**src/rtl/adc_trigger_sequencer.sv**
```systemverilog
// Conversion scheduler for the SPI ADC reader: emits periodic one-cycle trigger
// pulses and watches the reader's AXI-Stream handshake for accepted samples and overruns.
module adc_trigger_sequencer #(
  parameter int CNT_WIDTH  = 32,
  parameter int MIN_PERIOD = 16,
  parameter int OVR_WIDTH  = 16
) (
  input  logic                 aclk,
  input  logic                 aresetn,
  input  logic                 start,
  input  logic                 stop,
  input  logic [CNT_WIDTH-1:0] cfg_period,
  input  logic [CNT_WIDTH-1:0] cfg_count,
  input  logic                 adc_tvalid,
  input  logic                 adc_tready,
  output logic                 trigger,
  output logic                 busy,
  output logic                 done,
  output logic                 overrun,
  output logic [OVR_WIDTH-1:0] overrun_cnt,
  output logic [CNT_WIDTH-1:0] sample_cnt
);

  typedef enum logic [1:0] {S_IDLE, S_RUN, S_DRAIN} state_t;

  localparam logic [CNT_WIDTH-1:0] MIN_P = CNT_WIDTH'(MIN_PERIOD);

  state_t               state_q, state_n;
  logic [CNT_WIDTH-1:0] period_q, count_q;
  logic [CNT_WIDTH-1:0] phase_q, phase_n;
  logic [CNT_WIDTH-1:0] issued_q, issued_n;
  logic                 pending_q;
  logic                 trigger_n, done_n, start_run;
  logic                 accept, fire, last_fire;

  assign accept    = adc_tvalid & adc_tready;
  // trigger is registered from the phase==0 decode, so it doubles as the fire strobe
  assign fire      = (state_q == S_RUN) & trigger;
  assign last_fire = fire & (count_q != '0) & ((issued_q + 1'b1) == count_q);
  assign busy      = (state_q != S_IDLE);

  always_comb begin
    state_n   = state_q;
    phase_n   = phase_q;
    issued_n  = issued_q;
    done_n    = 1'b0;
    start_run = 1'b0;
    case (state_q)
      S_IDLE: begin
        if (start && !stop) begin
          state_n   = S_RUN;
          phase_n   = '0;
          issued_n  = '0;
          start_run = 1'b1;
        end
      end
      S_RUN: begin
        phase_n = (phase_q >= period_q - 1'b1) ? '0 : phase_q + 1'b1;
        if (fire) issued_n = issued_q + 1'b1;
        if (stop || last_fire) state_n = S_DRAIN;
      end
      S_DRAIN: begin
        // stop abandons an outstanding sample and skips the completion pulse
        if (stop) begin
          state_n = S_IDLE;
        end else if (!pending_q || accept) begin
          state_n = S_IDLE;
          done_n  = 1'b1;
        end
      end
      default: state_n = S_IDLE;
    endcase
    trigger_n = (state_n == S_RUN) && (phase_n == '0);
  end

  always_ff @(posedge aclk) begin
    if (!aresetn) begin
      state_q     <= S_IDLE;
      period_q    <= '0;
      count_q     <= '0;
      phase_q     <= '0;
      issued_q    <= '0;
      pending_q   <= 1'b0;
      trigger     <= 1'b0;
      done        <= 1'b0;
      overrun     <= 1'b0;
      overrun_cnt <= '0;
      sample_cnt  <= '0;
    end else begin
      state_q  <= state_n;
      phase_q  <= phase_n;
      issued_q <= issued_n;
      trigger  <= trigger_n;
      done     <= done_n;
      if (start_run) begin
        period_q    <= (cfg_period < MIN_P) ? MIN_P : cfg_period;
        count_q     <= cfg_count;
        sample_cnt  <= '0;
        overrun     <= 1'b0;
        overrun_cnt <= '0;
        pending_q   <= 1'b0;
      end else begin
        if (accept) sample_cnt <= sample_cnt + 1'b1;
        if (fire) begin
          pending_q <= 1'b1;
          // a same-cycle accept retires the previous sample, so it is not an overrun
          if (pending_q && !accept) begin
            overrun <= 1'b1;
            if (overrun_cnt != '1) overrun_cnt <= overrun_cnt + 1'b1;
          end
        end else if (accept) begin
          pending_q <= 1'b0;
        end
      end
    end
  end

endmodule

```
**config.mk**
```make
export PLATFORM = sky130hd
export DESIGN_NAME = adc_trigger_sequencer
export DESIGN_NICKNAME = d
export VERILOG_FILES = /design/src/rtl/adc_trigger_sequencer.sv
export SDC_FILE = /design/constraint.sdc
export NUM_CORES = 1
export LEC_CHECK = 0
export ABC_AREA = 1
export BUFFER_PORTS_ARGS = -buffer_cell sky130_fd_sc_hd__buf_2
export CORE_MARGIN = 2
export CORE_UTILIZATION = 23
export CTS_CLUSTER_DIAMETER = 30
export CTS_CLUSTER_SIZE = 28
export DETAILED_ROUTE_END_ITERATION = 8
export GPL_ROUTABILITY_DRIVEN = 0
export HOLD_SLACK_MARGIN = 0.02
export PLACE_DENSITY = 0.5
export SLEW_MARGIN = 10
export SYNTH_ARGS = -nofsm -noshare
export SYNTH_HDL_FRONTEND = slang
export SYNTH_SLANG_ARGS = --single-unit
```
**constraint.sdc**
```tcl
create_clock -name aclk -period 4.1 [get_ports aclk]
set_input_delay 0.41 -clock aclk [delete_from_list [all_inputs] [get_ports aclk]]
set_output_delay 0.41 -clock aclk [all_outputs]
set_load 0.05 [all_outputs]
```
==> impl_metrics.env, run 1 <==
export IMPL_final_common_cell="sky130_fd_sc_hd__nand2_1"
export IMPL_postRouteAntennaNets=0
export IMPL_n_fill_cell=5479
export IMPL_total_power_uw=4060
export IMPL_initial_core_util_pct=23.3
export IMPL_synth_seq_cells=182
export IMPL_viasPerCell=4.43
export IMPL_fin_setup_tns_ps=0
export IMPL_leakagePower_uw=0.00575
export IMPL_post_route_drc_count=0
export IMPL_synthesis_instances=1806
export IMPL_crit_path_max_fanout=11
export IMPL_critical_path_buf_inv_count=3
export IMPL_rsz_0062_raised_after_global_routing="yes"
export IMPL_finish_net_count=2032
export IMPL_clock_sinks=182
export IMPL_critical_path_top_delay_family="simple AND/OR/NAND/NOR gates"
export IMPL_slew_of_the_pin_with_the_lowest_slew_margin_ps=907
export IMPL_power_per_cell_area_mw_per_mm2=299
export IMPL_die_area_sq_mm=0.0515
export IMPL_fin_crit_ps=3780
export IMPL_growth_of_design_area_from_synthesis_to_finish_pct=18.9
export IMPL_cts_max_level=4
export IMPL_synth_edff_count=0
export IMPL_layout_drive_gt1_share_pct=12.6
export IMPL_clock_skew_ps=13.6
export IMPL_average_cell_area_after_synthesis_sq_um=6.33
export IMPL_grtUsageTotal_pct=14.4
export IMPL_cts_tree="done"
export IMPL_timing_critical_path_slowest_cell_delay_ps=330
export IMPL_grt_overflow=0
export IMPL_cp_capture_type="flip-flop"
export IMPL_post_place_cells=2562
export IMPL_hold_ws_ps=151
export IMPL_grt_start_max_net_pins=68
export IMPL_postSynth_topFlopCell="sky130_fd_sc_hd__dfxtp_1"
export IMPL_io_buffers=121
export IMPL_detailroute_via_count=11554
export IMPL_drv_cap=0
export IMPL_timing_hold_worst_class="in2reg"
export IMPL_finalCoreUtilization_pct=27.7
export IMPL_cts_root_buffer="sky130_fd_sc_hd__clkbuf_16"
export IMPL_max_clock_freq_mhz=264
export IMPL_synth_seq_area_share_pct=31.9
export IMPL_hpwlAfterDp_um=27700
export IMPL_yosys_warnings=0
export IMPL_cts_path_max_buffers=2
export IMPL_floorplan_core_area_sq_mm=0.0490
export IMPL_clkTransAtPathRegs_ps=80
export IMPL_post_cts_hold_buffer_count=0
export IMPL_synth_fp_nets=1913
export IMPL_top_level_ports=122
export IMPL_setup_worst_path_start_class="flip-flop"
export IMPL_layout_common_cells="sky130_fd_sc_hd__nand2_1, sky130_fd_sc_hd__inv_1, sky130_fd_sc_hd__nor2_1"
export IMPL_ir_drop_mv=0.320
export IMPL_final_cells=2607
export IMPL_drt_wirelength_per_cell_um=13.9
export IMPL_min_period_over_period_pct=92.3
export IMPL_antenna_found_initial=13
export IMPL_grt_first_pass_wirelength_um=58300
export IMPL_synthesis_area_sq_mm=0.0114
export IMPL_totalWireLength_um=36200
export IMPL_timing_critical_path_slowest_stage_cell="sky130_fd_sc_hd__dfxtp_2"
export IMPL_grt_pass1_vias=11104
export IMPL_worst_ep_arrival_time_ps=4180
export IMPL_worstSetupPathType="reg2reg"
export IMPL_endpoint_required_time_on_the_critical_path_ps=4490
export IMPL_slew_limit_headroom_pct=39.4
export IMPL_critPathMostFrequentCell="sky130_fd_sc_hd__nand2_2"
export IMPL_cts_made_buffers=17
export IMPL_hold_violations=0
export IMPL_slew_viol_final=0
export IMPL_num_rows=81
export IMPL_synth_async_reset_ratio_pct=0
export IMPL_detailedRoute_firstPassIterationCount=5
export IMPL_dieWidth_um=227
export IMPL_synth_cell_type_count=44
export IMPL_run_status="completed"
export IMPL_drt_iter0_drc=769
export IMPL_final_setup_viols=0
export IMPL_clk_latency_ps=460
export IMPL_floorplan_die_height_um=227
## where the power goes
group / total (uW) / switching [uW] / internal (uW)
Clock: 1640 / 778 / 864
Combinational: 570 / 371 / 200
Sequential: 1840 / 37.4 / 1810
Total: 4060 / 1190 / 2870
## per-stage QoR
| stage | setup WS [ps] | instance area, sq um |
|---|---|---|
| 6_report | 318 | 13600 |
| 3_5_place_dp | 175 | 12800 |
| 3_3_place_gp | 201 | 12800 |
| 2_1_floorplan | 610 | 11400 |
| 4_1_cts | 130 | 13400 |
| 5_1_grt | -103 | 13600 |
## cell families (layout without fill, tap and decap cells)
logic type | after synthesis | after routing | synth area share (%)
AO/OA/AOI/OAI | 212 | 212 | 10.3
XOR/XNOR | 60 | 60 | 4.96
adder cells (fa/ha/maj) | 37 | 37 | 4.05
buffers and inverters | 292 | 424 | 9.69
flip-flops | 182 | 182 | 31.9
other | 0 | 5 | 0
AND/OR/NAND/NOR | 1023 | 1023 | 39.1
## worst reg2reg max path: cells and delay by family (launching register included)
kind	cells	cell delay, ps
AND/OR/NAND/NOR	26	2600
buffers and inverters	3	390
flip-flops	1	330
adder cells (fa/ha/maj)	1	310
XOR/XNOR	1	90
## cell type report
type	count	area [sq um]	area share, %
antenna	5	12.5	0.0921
inverter	248	931	6.85
tap	664	831	6.12
multi-input combinational	1332	6750	49.7
sequential	182	3650	26.8
timing repair buffer	144	843	6.21
clock buffer	20	447	3.29
clock inverter	12	119	0.875
## what timing repair did
action | 4_1_cts | 5_1_grt
resized for setup | 0 | 17
endpoints found under the setup margin | 0 | 2
setup buffers | 0 | 6
## worst paths after layout
check	from	to	slack, ps	cells past startpoint
setup / recovery	period_q[1]$_SDFFE_PN0P_	trigger$_SDFF_PN0_	320	31
hold / removal	cfg_count[14]	count_q[14]$_SDFFE_PN0P_	150	3
setup reg to reg	period_q[1]$_SDFFE_PN0P_	trigger$_SDFF_PN0_	320	31
hold reg to reg	overrun$_SDFFE_PP0P_	overrun$_SDFFE_PP0P_	480	2
## routing by layer
metal  up-vias  part of all wire (%)  track usage, %
li1       6021                     -               -
met2       247                    43            22.6
met3        48                   5.6            3.30
met1      5222                    49            19.3
met5         -                  0.27               0
met4        16                   1.8            4.52
## synthesized netlist by cell type (all sizes together), types with 3 or more instances
cell	count	area [sq um]
a211oi	5	37.5
a21o	3	22.5
a21oi	82	414
a22o	3	26.3
a31oi	4	25.0
a32o	5	50.1
buf	9	45.0
clkbuf	35	131
dfxtp	182	3640
ha	37	463
inv	248	931
nand2	508	1940
nand3	148	756
nand3b	4	30.0
nand4	36	231
nor2	270	1150
nor3	41	259
nor3b	4	30.0
nor4	10	62.6
o21a	3	22.5
o21ai	89	445
o21bai	5	41.3
o22ai	12	75.1
xnor2	14	123
xnor3	3	67.6
xor2	43	377
## sequential cells by signal (all words and copies together), names as in the netlist, 2 cells and up
signal,cells
phase_q,32
count_q,32
state_q,2
overrun_cnt,16
sample_cnt,32
period_q,32
issued_q,32
Power figures use the tool's default switching activity.
==> run 2, diff against run 1 <==
- ABC_AREA: 1 -> 0
- CORE_MARGIN: 2 -> 10
==> impl_metrics.env, run 2 <==
export IMPL_synth_cell_type_count=83
export IMPL_post_synth_most_frequent_cells="sky130_fd_sc_hd__dfxtp_1, sky130_fd_sc_hd__nand2_1, sky130_fd_sc_hd__nor2_1"
export IMPL_reg2reg_setup_slack_ps=-260
export IMPL_smallest_setup_slack_after_layout_ps=-264
export IMPL_synth_seq_area_share_pct=33.5
export IMPL_post_place_cells=2055
export IMPL_average_cell_area_after_synthesis_sq_um=7.96
export IMPL_layout_common_cells="sky130_fd_sc_hd__dfxtp_1, sky130_fd_sc_hd__nand2_1, sky130_fd_sc_hd__nor2_1"
export IMPL_num_rows=79
export IMPL_finalCoreUtilization_pct=28.5
export IMPL_drv_cap=0
export IMPL_timing_hold_worst_class="in2reg"
export IMPL_totalWireLength_um=35000
export IMPL_clkTransAtPathRegs_ps=70
export IMPL_worst_setup_path_startpoint="period_q[4]$_SDFFE_PN0P_"
export IMPL_sequentialPowerShare_pct=43.1
export IMPL_floorplan_core_area_sq_mm=0.0467
export IMPL_finish_net_count=1590
export IMPL_yosys_warnings=0
export IMPL_clock_skew_ps=9.39
export IMPL_worst_ep_arrival_time_ps=4760
export IMPL_cts_max_level=4
export IMPL_slew_limit_headroom_pct=21.0
export IMPL_antenna_found_initial=1
export IMPL_netlist_top_cells_area="sky130_fd_sc_hd__dfxtp_1, sky130_fd_sc_hd__nand2_1, sky130_fd_sc_hd__xnor2_1"
export IMPL_cts_root_buffer="sky130_fd_sc_hd__clkbuf_16"
export IMPL_fin_setup_tns_ps=-6310
export IMPL_most_frequently_used_cell_type_in_the_post_synthesis_netlist="sky130_fd_sc_hd__dfxtp_1"
export IMPL_timing_rr_start="period_q[4]$_SDFFE_PN0P_"
export IMPL_layout_drive_gt1_share_pct=20.3
export IMPL_postRouteAntennaNets=0
export IMPL_netSwitchingFraction_pct=28.5
export IMPL_floorplan_die_height_um=238
export IMPL_synth_edff_count=0
export IMPL_hold_violations=0
export IMPL_synth_fp_nets=1475
export IMPL_grt_pass1_vias=10293
export IMPL_max_clock_freq_mhz=229
export IMPL_die_area_sq_mm=0.0564
export IMPL_synthesis_area_sq_mm=0.0109
export IMPL_final_cells=2103
export IMPL_grt_overflow=0
export IMPL_r2r_end="trigger$_SDFF_PN0_"
export IMPL_grtUsageTotal_pct=12.5
export IMPL_post_route_drc_count=0
export IMPL_cts_made_buffers=17
export IMPL_synth_largest_area_cell="sky130_fd_sc_hd__dfxtp_1"
export IMPL_clock_sinks=182
export IMPL_dieWidth_um=238
export IMPL_cts_tree="done"
export IMPL_grt_first_pass_wirelength_um=56700
export IMPL_final_setup_viols=33
export IMPL_clk_latency_ps=490
export IMPL_cp_capture_type="flip-flop"
export IMPL_leakagePower_uw=0.00487
export IMPL_setup_worst_path_start_class="flip-flop"
export IMPL_crit_cells=18
export IMPL_timing_critical_path_slowest_stage_cell="sky130_fd_sc_hd__or4_4"
export IMPL_fin_crit_ps=4360
export IMPL_endpoint_required_time_on_the_critical_path_ps=4500
export IMPL_netSwitchingPower_uw=1220
export IMPL_detailedPlace_worstSlack_ps=-459
export IMPL_power_per_cell_area_mw_per_mm2=323
export IMPL_top_level_ports=122
export IMPL_run_status="finished with violations"
export IMPL_timing_critical_path_slowest_cell_delay_ps=440
export IMPL_final_common_cell="sky130_fd_sc_hd__dfxtp_1"
export IMPL_initial_core_util_pct=23.3
export IMPL_critical_path_top_delay_family="simple AND/OR/NAND/NOR gates"
export IMPL_drt_iter0_drc=625
export IMPL_critical_path_buf_inv_count=2
export IMPL_ff2ff_path_depth=18
export IMPL_worstPathCellList="or3_4 > or3b_4 > or4_4 > nand2b_4 > nor4_4 > buf_4 > nand2_4 > nor4_4 > xnor2_1 > ha_1 > and4_4 > nand4_1 > o2111a_2 > a21boi_4 > buf_6 > a22o_1 > nand4b_1 > nor4b_4"
export IMPL_rsz_0062_raised_after_global_routing="yes"
export IMPL_detailed_place_area_sq_mm=0.0122
export IMPL_ir_drop_mv=0.367
export IMPL_min_period_over_period_pct=106
export IMPL_power_share_clock_pct=40.4
export IMPL_slew_viol_final=0
export IMPL_comb_power_share_pct=16.5
export IMPL_violations="negative setup slack"
export IMPL_yosysTopAreaCellShare_pct=33.5
export IMPL_critPathMostFrequentCell="sky130_fd_sc_hd__nor4_4"
export IMPL_worstSetupPathType="reg2reg"
export IMPL_layout_cell_area_non_filler_sq_mm=0.0133
export IMPL_cts_path_max_buffers=2
export IMPL_grt_start_max_net_pins=92
export IMPL_slew_of_the_pin_with_the_lowest_slew_margin_ps=1180
export IMPL_hpwlAfterDp_um=25500
export IMPL_synthesis_instances=1368
export IMPL_power_internal_uw=3070
export IMPL_detailroute_via_count=10424
export IMPL_synth_async_reset_ratio_pct=0
export IMPL_setup_worst_path_end="trigger$_SDFF_PN0_"
export IMPL_synth_seq_cells=182
export IMPL_drt_wirelength_per_cell_um=16.7
export IMPL_antenna_cells_inserted=0
export IMPL_crit_path_max_fanout=5
export IMPL_growth_of_design_area_from_synthesis_to_finish_pct=22.0
export IMPL_postSynth_topFlopCell="sky130_fd_sc_hd__dfxtp_1"
export IMPL_detailedRoute_firstPassIterationCount=6
export IMPL_viasPerCell=4.96
export IMPL_io_buffers=121
==> run 2: changes by cell type after synthesis, sizes merged, moves of 20 or more <==
cell and delta:
clkbuf +24, nor4 +46, a21oi +34, xnor2 +54, a22o +27, inv -224
and3 +20, nand2 -341, nand3 -95, nor2 -136, o21ai -23
==> run 2: cell families after synthesis <==
family	after synthesis	synth area share (%)
buf+inv	107	4.44
simple gates	613	30.1
compound gates	304	17.5
mux	9	0.897
flops	182	33.5
fa+ha+maj	37	4.25
xor+xnor	116	9.33
==> run 2: worst min-delay path by stage <==
stage	startpoint	endpoint	slack (ps)	cells past startpoint
after floorplan	pending_q$_SDFFE_PP0P_	done$_SDFF_PP0_	430	1
after global placement	pending_q$_SDFFE_PP0P_	done$_SDFF_PP0_	450	1
after detailed placement	pending_q$_SDFFE_PP0P_	done$_SDFF_PP0_	460	1
after CTS	cfg_period[0]	period_q[0]$_SDFFE_PN0P_	80	3
after global routing	cfg_period[2]	period_q[2]$_SDFFE_PN0P_	110	2
final	cfg_period[0]	period_q[0]$_SDFFE_PN0P_	120	3
==> run 2: layout make-up <==
class,count,area [sq um]
timing repair buffer,179,1160
sequential,182,3640
clock inverter,11,136
fill,5044,33400
multi-input combinational,1079,7030
inverter,24,90.1
tap,607,759
clock buffer,21,460
==> run 2: repair_timing <==
action | CTS | global route
resized for setup | 29 | 54
cloned | 3 | 0
buffers inserted | 6 | 8
hold buffers | 0 | 0
pin swaps | 27 | 21
endpoints found under the setup margin | 33 | 33
==> run 2: metal layers <==
metal / GRT usage (%) / up-vias / share of wire, %
li1: - / 5186 / -
met2: 21.2 / 198 / 50
met1: 15.2 / 5001 / 45
met5: 0 / - / 0.037
met3: 2.97 / 37 / 4.2
met4: 3.92 / 2 / 1.5
==> run 2: worst min-delay path, stage by stage <==
cell and delay [ps]:
sky130_fd_sc_hd__buf_2 80, sky130_fd_sc_hd__nand2_1 30, sky130_fd_sc_hd__o21ai_0 50
==> run 2: power by group through the flow <==
stage / combinational (uW) / clock [uW] / sequential (uW)
floorplan: 406 / 0 / 1880
global placement: 615 / 0 / 1890
detailed placement: 627 / 0 / 1890
CTS: 676 / 1810 / 1850
global route: 793 / 1860 / 1850
finish: 707 / 1730 / 1850
==> run 2: metrics by stage <==
step	hold slack, ps	total power [uW]
3_3_place_gp	450	2500
6_report	125	4290
2_1_floorplan	427	2290
5_1_grt	111	4500
4_1_cts	77.6	4330
3_5_place_dp	458	2520
==> run 3, diff against run 2 <==
==> constraint.sdc (replaced) <==
create_clock -name aclk -period 4.1 [get_ports aclk]
set_input_delay 0.82 -clock aclk [delete_from_list [all_inputs] [get_ports aclk]]
set_output_delay 0.82 -clock aclk [all_outputs]
set_load 0.05 [all_outputs]
==> impl_metrics.env, run 3 (same netlist as run 2, synthesis figures left out) <==
export IMPL_run_status="finished with violations"
export IMPL_violations="negative setup slack"
export IMPL_final_common_cell="sky130_fd_sc_hd__dfxtp_1"
export IMPL_top_level_ports=122
export IMPL_n_fill_cell=5087
export IMPL_final_setup_viols=32
export IMPL_cts_tree="done"
export IMPL_cts_max_level=4
export IMPL_endpoint_required_time_on_the_critical_path_ps=4520
export IMPL_slew_limit_headroom_pct=20.9
export IMPL_viasPerCell=4.99
export IMPL_layout_common_cells="sky130_fd_sc_hd__dfxtp_1, sky130_fd_sc_hd__nand2_1, sky130_fd_sc_hd__nor2_1"
export IMPL_slew_viol_final=0
export IMPL_clk_latency_ps=480
export IMPL_setup_worst_path_start_class="flip-flop"
export IMPL_num_rows=79
export IMPL_grt_start_max_net_pins=49
export IMPL_post_route_drc_count=0
export IMPL_hold_ws_ps=466
export IMPL_min_period_over_period_pct=107
export IMPL_hold_violations=0
export IMPL_critical_path_top_delay_family="simple AND/OR/NAND/NOR gates"
export IMPL_ir_drop_mv=0.307
export IMPL_initial_core_util_pct=23.3
export IMPL_cts_root_buffer="sky130_fd_sc_hd__clkbuf_16"
export IMPL_worstHoldStart="pending_q$_SDFFE_PP0P_"
export IMPL_worst_setup_path_startpoint="period_q[4]$_SDFFE_PN0P_"
export IMPL_postRouteAntennaNets=0
export IMPL_clock_sinks=182
export IMPL_floorplan_die_height_um=238
export IMPL_hpwlAfterDp_um=26000
export IMPL_drt_iter0_drc=693
export IMPL_crit_path_max_fanout=5
export IMPL_timing_critical_path_slowest_cell_delay_ps=430
export IMPL_growth_of_design_area_from_synthesis_to_finish_pct=21.6
export IMPL_drv_cap=0
export IMPL_antenna_cells_inserted=0
export IMPL_finish_net_count=1596
export IMPL_floorplan_core_area_sq_mm=0.0467
export IMPL_grt_first_pass_wirelength_um=56700
export IMPL_post_cts_hold_buffer_count=0
export IMPL_dieWidth_um=238
export IMPL_max_clock_freq_mhz=228
export IMPL_timing_hold_worst_class="reg2reg"
export IMPL_grt_pass1_vias=10473
export IMPL_io_buffers=121
export IMPL_detailroute_via_count=10532
export IMPL_timing_critical_path_slowest_stage_cell="sky130_fd_sc_hd__or4_4"
export IMPL_cts_made_buffers=17
export IMPL_drt_wirelength_per_cell_um=16.8
export IMPL_cts_path_max_buffers=2
export IMPL_worstSetupPathType="reg2reg"
export IMPL_power_per_cell_area_mw_per_mm2=318
export IMPL_timing_rr_start="period_q[4]$_SDFFE_PN0P_"
export IMPL_grtUsageTotal_pct=12.4
export IMPL_worstPathCellList="or3_4 > buf_6 > or4_4 > nor4_4 > nand2_2 > nor4_4 > buf_4 > nand3b_1 > xor2_1 > ha_1 > and4_4 > a221oi_2 > o2111a_2 > a21boi_4 > buf_4 > nand3_2 > or3_1 > a21oi_2"
export IMPL_clock_skew_ps=13.7
export IMPL_clkTransAtPathRegs_ps=80
export IMPL_slew_of_the_pin_with_the_lowest_slew_margin_ps=1190
export IMPL_critical_path_buf_inv_count=3
export IMPL_total_power_uw=4210
export IMPL_antenna_found_initial=1
export IMPL_detailedRoute_firstPassIterationCount=5
export IMPL_fin_crit_ps=4380
export IMPL_layout_drive_gt1_share_pct=20.6
export IMPL_totalWireLength_um=35300
export IMPL_grt_overflow=0
export IMPL_worst_ep_arrival_time_ps=4800
export IMPL_leakagePower_uw=0.00486
export IMPL_cp_capture_type="flip-flop"
export IMPL_smallest_setup_slack_after_layout_ps=-284
export IMPL_die_area_sq_mm=0.0564
export IMPL_rsz_0062_raised_after_global_routing="yes"
run 3: final cells by class:
| type | count | area, sq um | area share, % |
|---|---|---|---|
| multi-input cells | 1079 | 7010 | 53.0 |
| flip-flops and latches | 182 | 3640 | 27.5 |
| repair buffers | 185 | 1160 | 8.77 |
| well taps | 607 | 759 | 5.74 |
| clock buffers | 20 | 457 | 3.45 |
| clock inverters | 12 | 115 | 0.869 |
| inverters | 24 | 90.1 | 0.680 |
run 3: worst paths after layout:
kind | depth (start not counted) | slack [ps] | to
worst min-delay path | 1 | 470 | done$_SDFF_PP0_
worst max register to register | 18 | -280 | phase_q[21]$_SDFF_PN0_
worst min register to register | 1 | 470 | done$_SDFF_PP0_
worst max-delay path | 18 | -280 | phase_q[21]$_SDFF_PN0_
run 3: where the power goes:
group	internal (uW)	switching, uW	leakage [uW]
Sequential	1800	42.6	0.00147
Combinational	325	384	0.00312
Clock	828	831	0.000268
run 3: what timing repair did:
item	4_1_cts	5_1_grt
setup buffers	6	5
resized for setup	39	37
cloned	1	1
pin swaps	28	23
setup endpoints to repair	33	33
run 3: worst register-to-register path, stage by stage, from the launching register on:
cell and delay [ps]:
sky130_fd_sc_hd__dfxtp_2 320, sky130_fd_sc_hd__or3_4 390, sky130_fd_sc_hd__buf_6 120, sky130_fd_sc_hd__or4_4 430, sky130_fd_sc_hd__nor4_4 200, sky130_fd_sc_hd__nand2_2 120, sky130_fd_sc_hd__nor4_4 280, sky130_fd_sc_hd__buf_4 180
sky130_fd_sc_hd__nand3b_1 90, sky130_fd_sc_hd__xor2_1 150, sky130_fd_sc_hd__ha_1 300, sky130_fd_sc_hd__and4_4 210, sky130_fd_sc_hd__a221oi_2 270, sky130_fd_sc_hd__o2111a_2 270, sky130_fd_sc_hd__a21boi_4 270, sky130_fd_sc_hd__buf_4 160
sky130_fd_sc_hd__nand3_2 70, sky130_fd_sc_hd__or3_1 350, sky130_fd_sc_hd__a21oi_2 140
run 3: layer usage:
layer	global-route usage [%]	vias to the layer above	part of all wire (%)
met5	0	-	0
met4	3.48	0	1.3
met3	2.67	32	3.6
met2	21.6	196	50
met1	15.1	5088	45
li1	-	5216	-
run 3: stage by stage:
step | instance area, sq um | TNS, ps | setup WS (ps) | util [%] | cells
after global routing | 13200 | -11920 | -504 | 28.4 | 2109
final | 13200 | -4520 | -284 | 28.4 | 2109
after global placement | 12300 | -5900 | -291 | 26.4 | 2067
after CTS | 13100 | -6470 | -314 | 28.0 | 2105
after floorplan | 10900 | -1120 | -102 | - | 1368
after detailed placement | 12300 | -9180 | -411 | 26.4 | 2067
